**config.mk**
```make
export PLATFORM = sky130hd
export DESIGN_NAME = seq_mult_4x4
export DESIGN_NICKNAME = d
export VERILOG_FILES = /design/src/rtl/seq_mult_4x4.sv
export SDC_FILE = /design/constraint.sdc
export NUM_CORES = 1
export LEC_CHECK = 0
export BUFFER_PORTS_ARGS = -buffer_cell sky130_fd_sc_hd__buf_2
export CORE_UTILIZATION = 51
export CTS_BUF_LIST = sky130_fd_sc_hd__clkbuf_4 sky130_fd_sc_hd__clkbuf_8 sky130_fd_sc_hd__clkbuf_16
export DETAILED_ROUTE_END_ITERATION = 8
export PLACE_DENSITY_LB_ADDON = 0.15
export SLEW_MARGIN = 20
export SYNTH_ARGS = -nofsm -noshare
export SYNTH_HDL_FRONTEND = slang
export SYNTH_SLANG_ARGS = --single-unit
```
**constraint.sdc**
```tcl
create_clock -name clk -period 1.92 [get_ports clk]
set_input_delay 0.192 -clock clk [delete_from_list [all_inputs] [get_ports clk]]
set_output_delay 0.192 -clock clk [all_outputs]
set_load 0.1 [all_outputs]
```
**src/rtl/seq_mult_4x4.sv**
```systemverilog
// rtl/seq_mult_4x4.sv - sequential 4x4 unsigned shift-and-add multiplier
// Drives an external 4-bit ripple adder through fa_* and retires one partial product per clock.
module seq_mult_4x4 (
  input  logic       clk,
  input  logic       rst_n,
  input  logic       start,
  input  logic [3:0] mcand,
  input  logic [3:0] mplier,
  output logic [7:0] product,
  output logic       busy,
  output logic       done,
  output logic [3:0] fa_a,
  output logic [3:0] fa_b,
  output logic       fa_cin,
  input  logic [3:0] fa_s,
  input  logic       fa_cout
);

  typedef enum logic [1:0] {IDLE, CALC, DONE} state_t;

  state_t     state_q, state_d;
  logic [3:0] m_q, m_d;
  logic [3:0] q_q, q_d;
  logic [3:0] acc_q, acc_d;
  logic [2:0] cnt_q, cnt_d;
  logic [7:0] product_q, product_d;
  logic       busy_q, busy_d;
  logic       done_q, done_d;

  // Adder inputs come only from registers, so fa_s never feeds back combinationally.
  assign fa_a   = acc_q;
  assign fa_b   = q_q[0] ? m_q : 4'b0000;
  assign fa_cin = 1'b0;

  assign product = product_q;
  assign busy    = busy_q;
  assign done    = done_q;

  always_comb begin
    state_d   = state_q;
    m_d       = m_q;
    q_d       = q_q;
    acc_d     = acc_q;
    cnt_d     = cnt_q;
    product_d = product_q;
    busy_d    = busy_q;
    done_d    = 1'b0;
    case (state_q)
      IDLE, DONE: begin
        if (start) begin
          m_d     = mcand;
          q_d     = mplier;
          acc_d   = 4'b0000;
          cnt_d   = 3'd0;
          busy_d  = 1'b1;
          state_d = CALC;
        end else begin
          state_d = IDLE;
        end
      end
      CALC: begin
        // The adder carry becomes the new ACC msb so no product bit is lost.
        acc_d = {fa_cout, fa_s[3:1]};
        q_d   = {fa_s[0], q_q[3:1]};
        cnt_d = cnt_q + 3'd1;
        if (cnt_q == 3'd3) begin
          product_d = {acc_d, q_d};
          busy_d    = 1'b0;
          done_d    = 1'b1;
          state_d   = DONE;
        end
      end
      default: state_d = IDLE;
    endcase
  end

  always_ff @(posedge clk or negedge rst_n) begin
    if (!rst_n) begin
      state_q   <= IDLE;
      m_q       <= 4'b0000;
      q_q       <= 4'b0000;
      acc_q     <= 4'b0000;
      cnt_q     <= 3'd0;
      product_q <= 8'h00;
      busy_q    <= 1'b0;
      done_q    <= 1'b0;
    end else begin
      state_q   <= state_d;
      m_q       <= m_d;
      q_q       <= q_d;
      acc_q     <= acc_d;
      cnt_q     <= cnt_d;
      product_q <= product_d;
      busy_q    <= busy_d;
      done_q    <= done_d;
    end
  end

endmodule

```
Yosys cells after proc, flatten, opt, wreduce, memory -nomap -nowiden
Index checks and enable logic that the tools add are counted.

Flip-flop bits (word level): 27. Word-level logic and storage cells: 36. Output and inout bits: 19.

Equality and inequality tests: 5. Reductions and logical operators: 7. Add/subtract/negate cells: 1. Multiplexer cells: 15.

Operators by type and width (count): $pmux 4 s2 (2); $mux 4 (3); $pmux 3 s2 (1); $reduce_and 2->1 (3); $mux 1 (5); $ne 2x2->1 const B (2); $pmux 2 s2 (1); $add 3x1->3 const B (1); $eq 3x2->1 const B (1); $mux 3 (1); $reduce_and 3->1 (1); $eq 2x1->1 const B (1); $eq 2x2->1 const B (1); $logic_not 2->1 (1); $mux 2 (1); $pmux 1 s2 (1); $reduce_bool 2->1 (1); $reduce_or 2->1 (1).

Depth between registers and ports, before layout
Gate-level depths: netlist (run 1).

Depth after elaboration: 4. Depth in mapped cells: 5.

Least setup slack after synthesis (run 1)
OpenSTA, ideal clock, no wires.

Kind: reg2reg. Start point: register, netlist name fa_a[0]. End point: register acc_q[0] (netlist: fa_a[0]). Library setup time: 0.123 ns. Period minus slack after synthesis: 1.520 ns. Required time: 1.797 ns. Arrival: 1.397 ns. Cell stages (with the launch flop): 3. Setup slack: 0.400 ns. Path buffers: 0. Cells stage by stage: dfrtp_1 -> mux2_1 -> a22o_1.

RTL lines: to (signal assigned) (RTL line 82) `acc_q <= 4'b0000;`; to (signal assigned) (RTL line 91) `acc_q <= acc_d;`; to (decl) (RTL line 24) `logic [3:0] acc_q, acc_d;`.

Worst setup path after layout (run 1)
Start point: register cnt_q[0]. End point: register product_q[3] (netlist: product[3]).

Longest elaborated chain between the ends: 2.

RTL lines: from (decl) (RTL line 25) `logic [2:0] cnt_q, cnt_d;`; from (signal assigned) (RTL line 92) `cnt_q <= cnt_d;`; $eq 3x2->1 (RTL line 66) `if (cnt_q == 3'd3) begin`; $reduce_and 2->1 (no source line); to (signal assigned) (RTL line 93) `product_q <= product_d;`; to (decl) (RTL line 26) `logic [7:0] product_q, product_d;`.

Every way passes these cells. A chain may end at the register's enable or synchronous reset.

==> metrics.txt, run 1 <==
outcome completed; commonest non-fill, non-tap cell in the layout buf_2; hold slack 0.0866 ns; area leader, netlist dfrtp_1; Die Y 52.0 um; Hold Fails Final Rpt 0; Slew Limit Fails 0; worst min-delay path category in2reg; Starting Density 56.1%; worst slew pin tran around 0.58 ns; 1st-iter DRT viols 2; core footprint 2280 um^2; WL/cell between 10 and 15 um; ANT nets after route 0; DR pass1 iterations 3; vias in the first global route roughly 800; Worst setup SP type flop; WP data required 2.16 ns; cell area after synthesis ~1300 um^2; TNS Setup 0 ns; Netlist cell types 24; Seq cells post-synth 27; CTS root buf clkbuf_4; Max Freq 0.639 GHz; die area 2710 um^2; drt total wl 2.17 mm; Residual DRC 0; I/O pins 35; Worst setup EP type flop; first-pass GRT wire length 3.70 mm; GP Congestion 0.676; Avg Inst Size Synth 14.0 um^2; sequential fraction of the synthesis area between 50% and 60%; Sink Count 27; top cells by area, synth dfrtp_1, mux2_4, mux2i_1; post-DP HPWL 1.57 mm; shortest period the worst path allows about 1.6 ns; vias per cell between 5 and 6; most frequent cells in the layout buf_2, dfrtp_1, mux2i_1; worst clock skew 0.0154 ns; max cap viols 0; antenna diode count 0; fin nets between 100 and 150; Die X-Extent 52.0 um; port bufs 33; period utilization 81.6%; H-Tree Level Count 1; number of buffers created by CTS 3; Syn Inst Count 91; internal reg-to-reg setup slack 0.35 ns; CTS max path bufs 2; Synth top area share 52.9%; RSZ-0062 raised after global routing false; P&R area growth vs syn 17.2%; Setup-failing EPs final 0; WS Path Type reg2reg; share of post-route cells with drive strength above 1 between 40 and 50%; Max FO, Critical Path 7; Synth Warn # 0; largest net degree at the start of global routing 28; row cnt 17; Slew HR about three fifths; Post-Synthesis Net Count 109; Critical Path AT 1.81 ns; routed vias 802; Worst-Skew Late Latency around 0.33 ns; initial antenna violation count 0; TritonCTS clock tree built; GRT Total Usage a little under a fifth; Worst-path clk slew approximately 0.15 ns; GRT Residual Overflow 0
-- kinds of logic (layout without fill, tap and decap cells) --
group / Yosys count / in the layout / synth area share (%)
mux: 29 / 29 / 27.1
flops: 27 / 27 / 52.9
simple gates: 12 / 12 / 5.98
buf+inv: 10 / 46 / 5.20
compound gates: 9 / 9 / 5.88
fa+ha+maj: 2 / 2 / 1.96
other cells: 1 / 1 / 0.294
xor+xnor: 1 / 1 / 0.686
-- registers in the layout, summed over array words and instances, names as in the netlist --
register,cells
busy,1
cnt_q,3
done,1
fa_a,4
m_q,4
product,8
q_q,4
state_q,2
-- cells in the mapped netlist, drive strengths merged --
| library cell | count |
|---|---|
| nor3b | 1 |
| nand2b | 2 |
| xnor2 | 1 |
| o21bai | 1 |
| mux2i | 12 |
| o21ai | 1 |
| mux2 | 17 |
| a32o | 1 |
| nand3b | 1 |
| and2 | 4 |
| conb | 1 |
| or2 | 1 |
| buf | 6 |
| dfrtp | 27 |
| inv | 4 |
| nor2 | 1 |
| a22o | 6 |
| and2b | 1 |
| nor2b | 1 |
| ha | 2 |
-- cell type report --
type	count	area [um^2]
Fill cell	178	781
Sequential cell	27	676
Multi-Input combinational cell	54	534
Timing Repair Buffer	38	205
Tap cell	28	35.0
Clock buffer	3	22.5
Inverter	4	15.0
Clock inverter	1	7.51
-- worst paths after layout --
path / cells after the start / start / end
worst max-delay path: 5 / cnt_q[0]$_DFFE_PN0P_ / product[3]$_DFFE_PN0P_
worst min-delay path: 2 / fa_s[3] / product[6]$_DFFE_PN0P_
worst max register to register: 5 / cnt_q[0]$_DFFE_PN0P_ / product[3]$_DFFE_PN0P_
worst min register to register: 1 / m_q[3]$_DFFE_PN0P_ / m_q[3]$_DFFE_PN0P_
max in group asynchronous: 2 / rst_n / cnt_q[1]$_DFFE_PN0P_
min in group asynchronous: 2 / rst_n / product[6]$_DFFE_PN0P_
-- critical path: stages, from the launching register on --
cell and delay (ns):
dfrtp_1 0.44, ha_1 0.22, ha_1 0.20, nand3b_1 0.11, buf_4 0.20, mux2_4 0.31
-- per-stage QoR --
step	instance area, um^2	cells	worst slack [ns]	utilization (%)
final	1500	155	0.354	65.7
after global routing	1500	155	0.273	65.7
after CTS	1500	155	0.354	65.7
after detailed placement	1460	150	0.373	63.9
after global placement	1460	150	0.433	63.9
after floorplan	1280	91	0.400	-
-- per-layer routing --
metal,vias up,share of wire (%),track usage [%]
li1,388,-,-
met1,389,45,26.1
met2,21,50,29.9
met3,4,4.1,2.34
met4,0,1.3,8.11
met5,-,0,0
-- what timing repair did --
item,in CTS,in global routing
hold endpoints to repair,27,0
hold buffers,1,0
buffers inserted,0,0
resized for setup,0,0
Power of run 1 is left out: the tool's default activity adds up to more than one toggle a clock period on the data nets, which glitch-free logic cannot reach.
==> inputs of run 2 (changes only) <==
--- a/config.mk
+++ b/config.mk
@@ -6,7 +6,7 @@
 export NUM_CORES = 1
 export LEC_CHECK = 0
 export BUFFER_PORTS_ARGS = -buffer_cell sky130_fd_sc_hd__buf_2
-export CORE_UTILIZATION = 51
+export CORE_UTILIZATION = 46
 export CTS_BUF_LIST = sky130_fd_sc_hd__clkbuf_4 sky130_fd_sc_hd__clkbuf_8 sky130_fd_sc_hd__clkbuf_16
 export DETAILED_ROUTE_END_ITERATION = 8
 export PLACE_DENSITY_LB_ADDON = 0.15
==> constraint.sdc (replaced) <==
create_clock -name clk -period 1.3 [get_ports clk]
set_input_delay 0.13 -clock clk [delete_from_list [all_inputs] [get_ports clk]]
set_output_delay 0.13 -clock clk [all_outputs]
set_load 0.1 [all_outputs]
==> run 2 against run 1 <==
Effect of this change:
- the flow now finishes with violations (negative setup slack)
- largest cell class unchanged
- highest routed layer is now met3
- non-clock buffer count increased by 7
- register-to-register slack got worse by 0.52 ns
- sequential share of layout area decreased by 4.5 points
==> metrics.txt, run 2 (same netlist as run 1, synthesis figures left out) <==
1st-iter DRT viols 4 (was 2); Die X-Extent 54.7 um (was 52.0 um); GP Congestion 0.761 (was 0.676); Worst-Skew Late Latency 0.32 ns (was 0.33 ns); failing checks negative setup slack; most frequent cells in the layout dfrtp_1, buf_2, clkbuf_4 (was buf_2, dfrtp_1, mux2i_1); Hold Crit Start fa_s[3] (unchanged); cell family with most CP delay flip-flops (unchanged); port bufs 33 (unchanged); Worst-path clk slew 0.15 ns (about the same); shortest period the worst path allows 1.47 ns (was 1.57 ns); number of buffers created by CTS 3 (unchanged); TritonCTS clock tree built (unchanged); outcome complete, but fails checks (was completed); Residual DRC 0 (unchanged); Slew HR 61.5% (was 61.3%); routed vias 837 (was 802); Critical-path top delay cell dfrtp_1 (unchanged); CP bufs+invs 1 (unchanged); commonest non-fill, non-tap cell in the layout dfrtp_1 (was buf_2); Worst setup EP type flop (unchanged); Critical Path Start cnt_q[1]$_DFFE_PN0P_ (was cnt_q[0]$_DFFE_PN0P_); max cap viols 0 (unchanged); Hold Fails Final Rpt 0 (unchanged); I/O pins 35 (unchanged); first-pass GRT wire length 3.66 mm (was 3.70 mm); WS Path Type reg2reg (unchanged); vias per cell 5.10 (was 5.17); GRT Residual Overflow 0 (unchanged); period utilization 113% (was 81.6%); initial antenna violation count 0 (unchanged); Worst setup SP type flop (unchanged); RSZ-0062 raised after global routing true (was false); H-Tree Level Count 1 (unchanged); CTS max path bufs 2 (unchanged); worst min-delay path category in2reg (unchanged); drt total wl 2.29 mm (was 2.17 mm); WL/cell 14.0 um (about the same); post-DP HPWL 1.67 mm (was 1.57 mm); ANT nets after route 0 (unchanged); WP data required 1.51 ns (was 2.16 ns); die area 2990 um^2 (was 2710 um^2); TNS Setup -1.18 ns (was 0 ns); Layout fillers 208 (was 178); fin util 65.7% (about the same); worst setup margin -0.167 ns (was 0.354 ns); antenna diode count 0 (unchanged); max reg flops 8 (unchanged); Max FO, Critical Path 6 (was 7); Critical Path AT 1.68 ns (was 1.81 ns); crit-path cells ha_2, ha_4, nand3b_1, buf_6, mux2_4 (was ha_1, ha_1, nand3b_1, buf_4, mux2_4); Die Y 54.7 um (was 52.0 um); CTS root buf clkbuf_4 (unchanged); share of post-route cells with drive strength above 1 54.5% (was 45.7%); Worst path max stage delay 0.42 ns (was 0.44 ns); largest net degree at the start of global routing 28 (unchanged); Max Freq 0.682 GHz (was 0.639 GHz); worst slew pin tran 0.577 ns (was 0.581 ns); DR pass1 iterations 4 (was 3); Starting Density 50.1% (was 56.1%); worst clock skew 0.0133 ns (was 0.0154 ns); worst r2r src cnt_q[1]$_DFFE_PN0P_ (was cnt_q[0]$_DFFE_PN0P_); Sink Count 27 (unchanged); Setup-failing EPs final 8 (was 0); GRT Total Usage 17.5% (was 19.0%); row cnt 18 (was 17); vias in the first global route 825 (was 794); core footprint 2540 um^2 (was 2280 um^2); fin nets 153 (was 146); P&R area growth vs syn 31.0% (was 17.2%); Slew Limit Fails 0 (unchanged)
## run 2: changes by cell type in the layout (fill, tap and decap cells not counted), moves of 2 or more
cell,delta
clkbuf_4,+11
buf_6,+2
ha_1,-2
buf_12,+4
dfrtp_1,-4
dfrtp_2,+4
buf_4,+5
buf_2,-14
## run 2: layout make-up
cell class / instances / area [um^2] / share of cell area (%)
Multi-Input combinational cell: 54 / 558 / 33.4
Inverter: 4 / 15.0 / 0.898
Sequential cell: 27 / 681 / 40.7
Clock buffer: 4 / 30.0 / 1.80
Tap cell: 30 / 37.5 / 2.25
Timing Repair Buffer: 45 / 350 / 21.0
## run 2: per-layer routing
metal	track usage [%]	wire, um	up-vias
li1	-	-	402
met1	23.1	1120	413
met2	28.1	1100	22
met3	5.00	79	0
met4	3.85	0	0
met5	0	0	-
## run 2: worst paths after layout
check                      slack (ns)                endpoint  cells after the start
setup reg to reg                -0.17  product[2]$_DFFE_PN0P_                      5
max in group asynchronous        0.58     fa_a[3]$_DFFE_PN0P_                      2
hold reg to reg                  0.52      m_q[2]$_DFFE_PN0P_                      1
setup / recovery                -0.17  product[2]$_DFFE_PN0P_                      5
hold / removal                   0.04  product[6]$_DFFE_PN0P_                      2
min in group asynchronous        0.31        busy$_DFFE_PN0P_                      2
## run 2: per-stage QoR
stage / worst slack, ns / hold WS [ns] / cells / instance area, um^2
6_report: -0.167 / 0.0388 / 164 / 1670
5_1_grt: -0.197 / 0.0232 / 164 / 1670
4_1_cts: -0.158 / 0.0344 / 163 / 1630
3_5_place_dp: -0.132 / 0.170 / 158 / 1580
3_3_place_gp: -0.111 / 0.161 / 158 / 1580
2_1_floorplan: -0.0818 / -0.166 / 91 / 1300
## run 2: repair_timing
| item | in CTS | in global routing |
|---|---|---|
| endpoints found under the setup margin | 8 | 27 |
| resized for setup | 1 | 13 |
| cloned | 0 | 0 |
| pin swaps | 0 | 2 |
| endpoints found under the hold margin | 27 | 0 |
| hold buffers | 1 | 0 |
| setup buffers | 0 | 1 |
Power of run 2 is left out for the same reason.
==> inputs of run 3 (changes only) <==
--- a/config.mk
+++ b/config.mk
@@ -7,8 +7,9 @@
 export LEC_CHECK = 0
 export BUFFER_PORTS_ARGS = -buffer_cell sky130_fd_sc_hd__buf_2
 export CORE_UTILIZATION = 46
-export CTS_BUF_LIST = sky130_fd_sc_hd__clkbuf_4 sky130_fd_sc_hd__clkbuf_8 sky130_fd_sc_hd__clkbuf_16
+export CTS_BUF_LIST = sky130_fd_sc_hd__clkbuf_16
 export DETAILED_ROUTE_END_ITERATION = 8
+export MAX_ROUTING_LAYER = met4
 export PLACE_DENSITY_LB_ADDON = 0.15
 export SLEW_MARGIN = 20
 export SYNTH_ARGS = -nofsm -noshare
==> run 3 against run 2 <==
Effect of this change:
- the flow still finishes with violations (negative setup slack)
- worst hold slack improved by 0.069 ns
- global-route usage increased by 0.45 points
- design area increased by 1.3%
- via count decreased by 1.2%
- sequential share of layout area decreased by 0.54 points
- non-clock buffer count increased by 1
- final cell count increased by 0.61%
- first-iteration DRC count increased by 75%
==> metrics.txt, run 3 (same netlist as run 1, synthesis figures left out) <==
row cnt 18 (unchanged); GRT Residual Overflow 0 (unchanged); largest net degree at the start of global routing 28 (unchanged); outcome complete, but fails checks (unchanged); commonest non-fill, non-tap cell in the layout buf_2 (was dfrtp_1); H-Tree Level Count 1 (unchanged); Worst-path clk slew 0.06 ns (was 0.15 ns); worst min-delay path category in2reg (unchanged); first-pass GRT wire length 3.71 mm (was 3.66 mm); drt total wl 2.28 mm (was 2.29 mm); worst slew pin tran 0.580 ns (was 0.577 ns); Worst setup SP type flop (unchanged); Worst setup EP type flop (unchanged); Residual DRC 0 (unchanged); period utilization 112% (was 113%); CTS root buf clkbuf_16 (was clkbuf_4); ANT nets after route 0 (unchanged); P&R area growth vs syn 32.7% (was 31.0%); Max FO, Critical Path 6 (unchanged); Sink Count 27 (unchanged); Hold Fails Final Rpt 0 (unchanged); sequential cell area 681 um^2 (unchanged); failing checks negative setup slack (unchanged); post-DP HPWL 1.67 mm (unchanged); Layout fillers 194 (was 208); WP data required 1.44 ns (was 1.51 ns); vias per cell 5.01 (was 5.10); CTS max path bufs 2 (unchanged); 1st-iter DRT viols 7 (was 4); die area 2990 um^2 (unchanged); WS Path Type reg2reg (unchanged); routed vias 827 (was 837); GP Congestion 0.771 (was 0.761); max cap viols 0 (unchanged); Die X-Extent 54.7 um (unchanged); vias in the first global route 856 (was 825); fin util 66.6% (was 65.7%); shortest period the worst path allows 1.45 ns (was 1.47 ns); WL/cell 13.8 um (was 14.0 um); port bufs 33 (unchanged); worst setup margin -0.154 ns (was -0.167 ns); GRT Total Usage 17.9% (was 17.5%); most frequent cells in the layout buf_2, dfrtp_1, mux2i_1 (was dfrtp_1, buf_2, clkbuf_4); multi-input logic area 549 um^2 (was 558 um^2); number of buffers created by CTS 3 (unchanged); share of post-route cells with drive strength above 1 52.6% (was 54.5%); TritonCTS clock tree built (unchanged); Max Freq 0.688 GHz (was 0.682 GHz); fin nets 154 (was 153); Die Y 54.7 um (unchanged); DR pass1 iterations 4 (unchanged); core footprint 2540 um^2 (unchanged); RSZ-0062 raised after global routing true (unchanged); Starting Density 50.1% (unchanged); max reg flops 8 (unchanged); initial antenna violation count 0 (unchanged); I/O pins 35 (unchanged); Slew Limit Fails 0 (unchanged); Setup-failing EPs final 8 (unchanged); Critical Path AT 1.59 ns (was 1.68 ns); worst clock skew 0.00297 ns (was 0.0133 ns); Slew HR 61.4% (was 61.5%); antenna diode count 0 (unchanged); Worst-Skew Late Latency 0.25 ns (was 0.32 ns)
-- run 3: timing repair --
action,in CTS,in global routing
setup endpoints to repair,8,8
pin swaps,1,0
gates resized for setup,2,0
endpoints found under the hold margin,27,0
buffers inserted,1,1
hold buffers,1,0
-- run 3: critical path, stage by stage, from the launching register on --
cell      delay, ns
dfrtp_1        0.39
ha_2           0.20
ha_4           0.15
nand3b_1       0.14
buf_6          0.16
mux2_4         0.30
-- run 3: worst paths after layout --
path	end	slack (ns)	from	depth (start not counted)
max in group asynchronous	fa_a[2]$_DFFE_PN0P_	0.48	rst_n	2
min in group asynchronous	state_q[0]$_DFFE_PN0P_	0.40	rst_n	2
worst min-delay path	m_q[2]$_DFFE_PN0P_	0.11	mcand[2]	2
worst max register to register	product[2]$_DFFE_PN0P_	-0.15	cnt_q[0]$_DFFE_PN0P_	5
worst min register to register	m_q[2]$_DFFE_PN0P_	0.51	m_q[2]$_DFFE_PN0P_	1
worst max-delay path	product[2]$_DFFE_PN0P_	-0.15	cnt_q[0]$_DFFE_PN0P_	5
-- run 3: per-layer routing --
layer / global-route usage [%] / part of all wire, %
met5: - / 0
met4: 4.27 / 0
met3: 4.72 / 3.7
met2: 29.1 / 48
met1: 22.1 / 48
-- run 3: final cells by class --
class	count	area share, %
Clock buffer	3	4.43
Clock inverter	1	0.222
Inverter	4	0.886
Multi-Input combinational cell	54	32.4
Sequential cell	27	40.2
Tap cell	30	2.22
Timing Repair Buffer	46	19.6
-- run 3: stage by stage --
stage          setup TNS (ns)  area, um^2  setup WS [ns]  std cells  hold slack (ns)
6_report                -1.14        1690         -0.154        165            0.107
3_3_place_gp           -0.829        1580         -0.111        158            0.161
3_5_place_dp           -0.973        1580         -0.132        158            0.170
5_1_grt                 -1.40        1690         -0.186        165            0.114
4_1_cts                 -1.15        1690         -0.157        164            0.106
2_1_floorplan          -0.654        1300        -0.0818         91           -0.166
Power of run 3 is left out for the same reason.
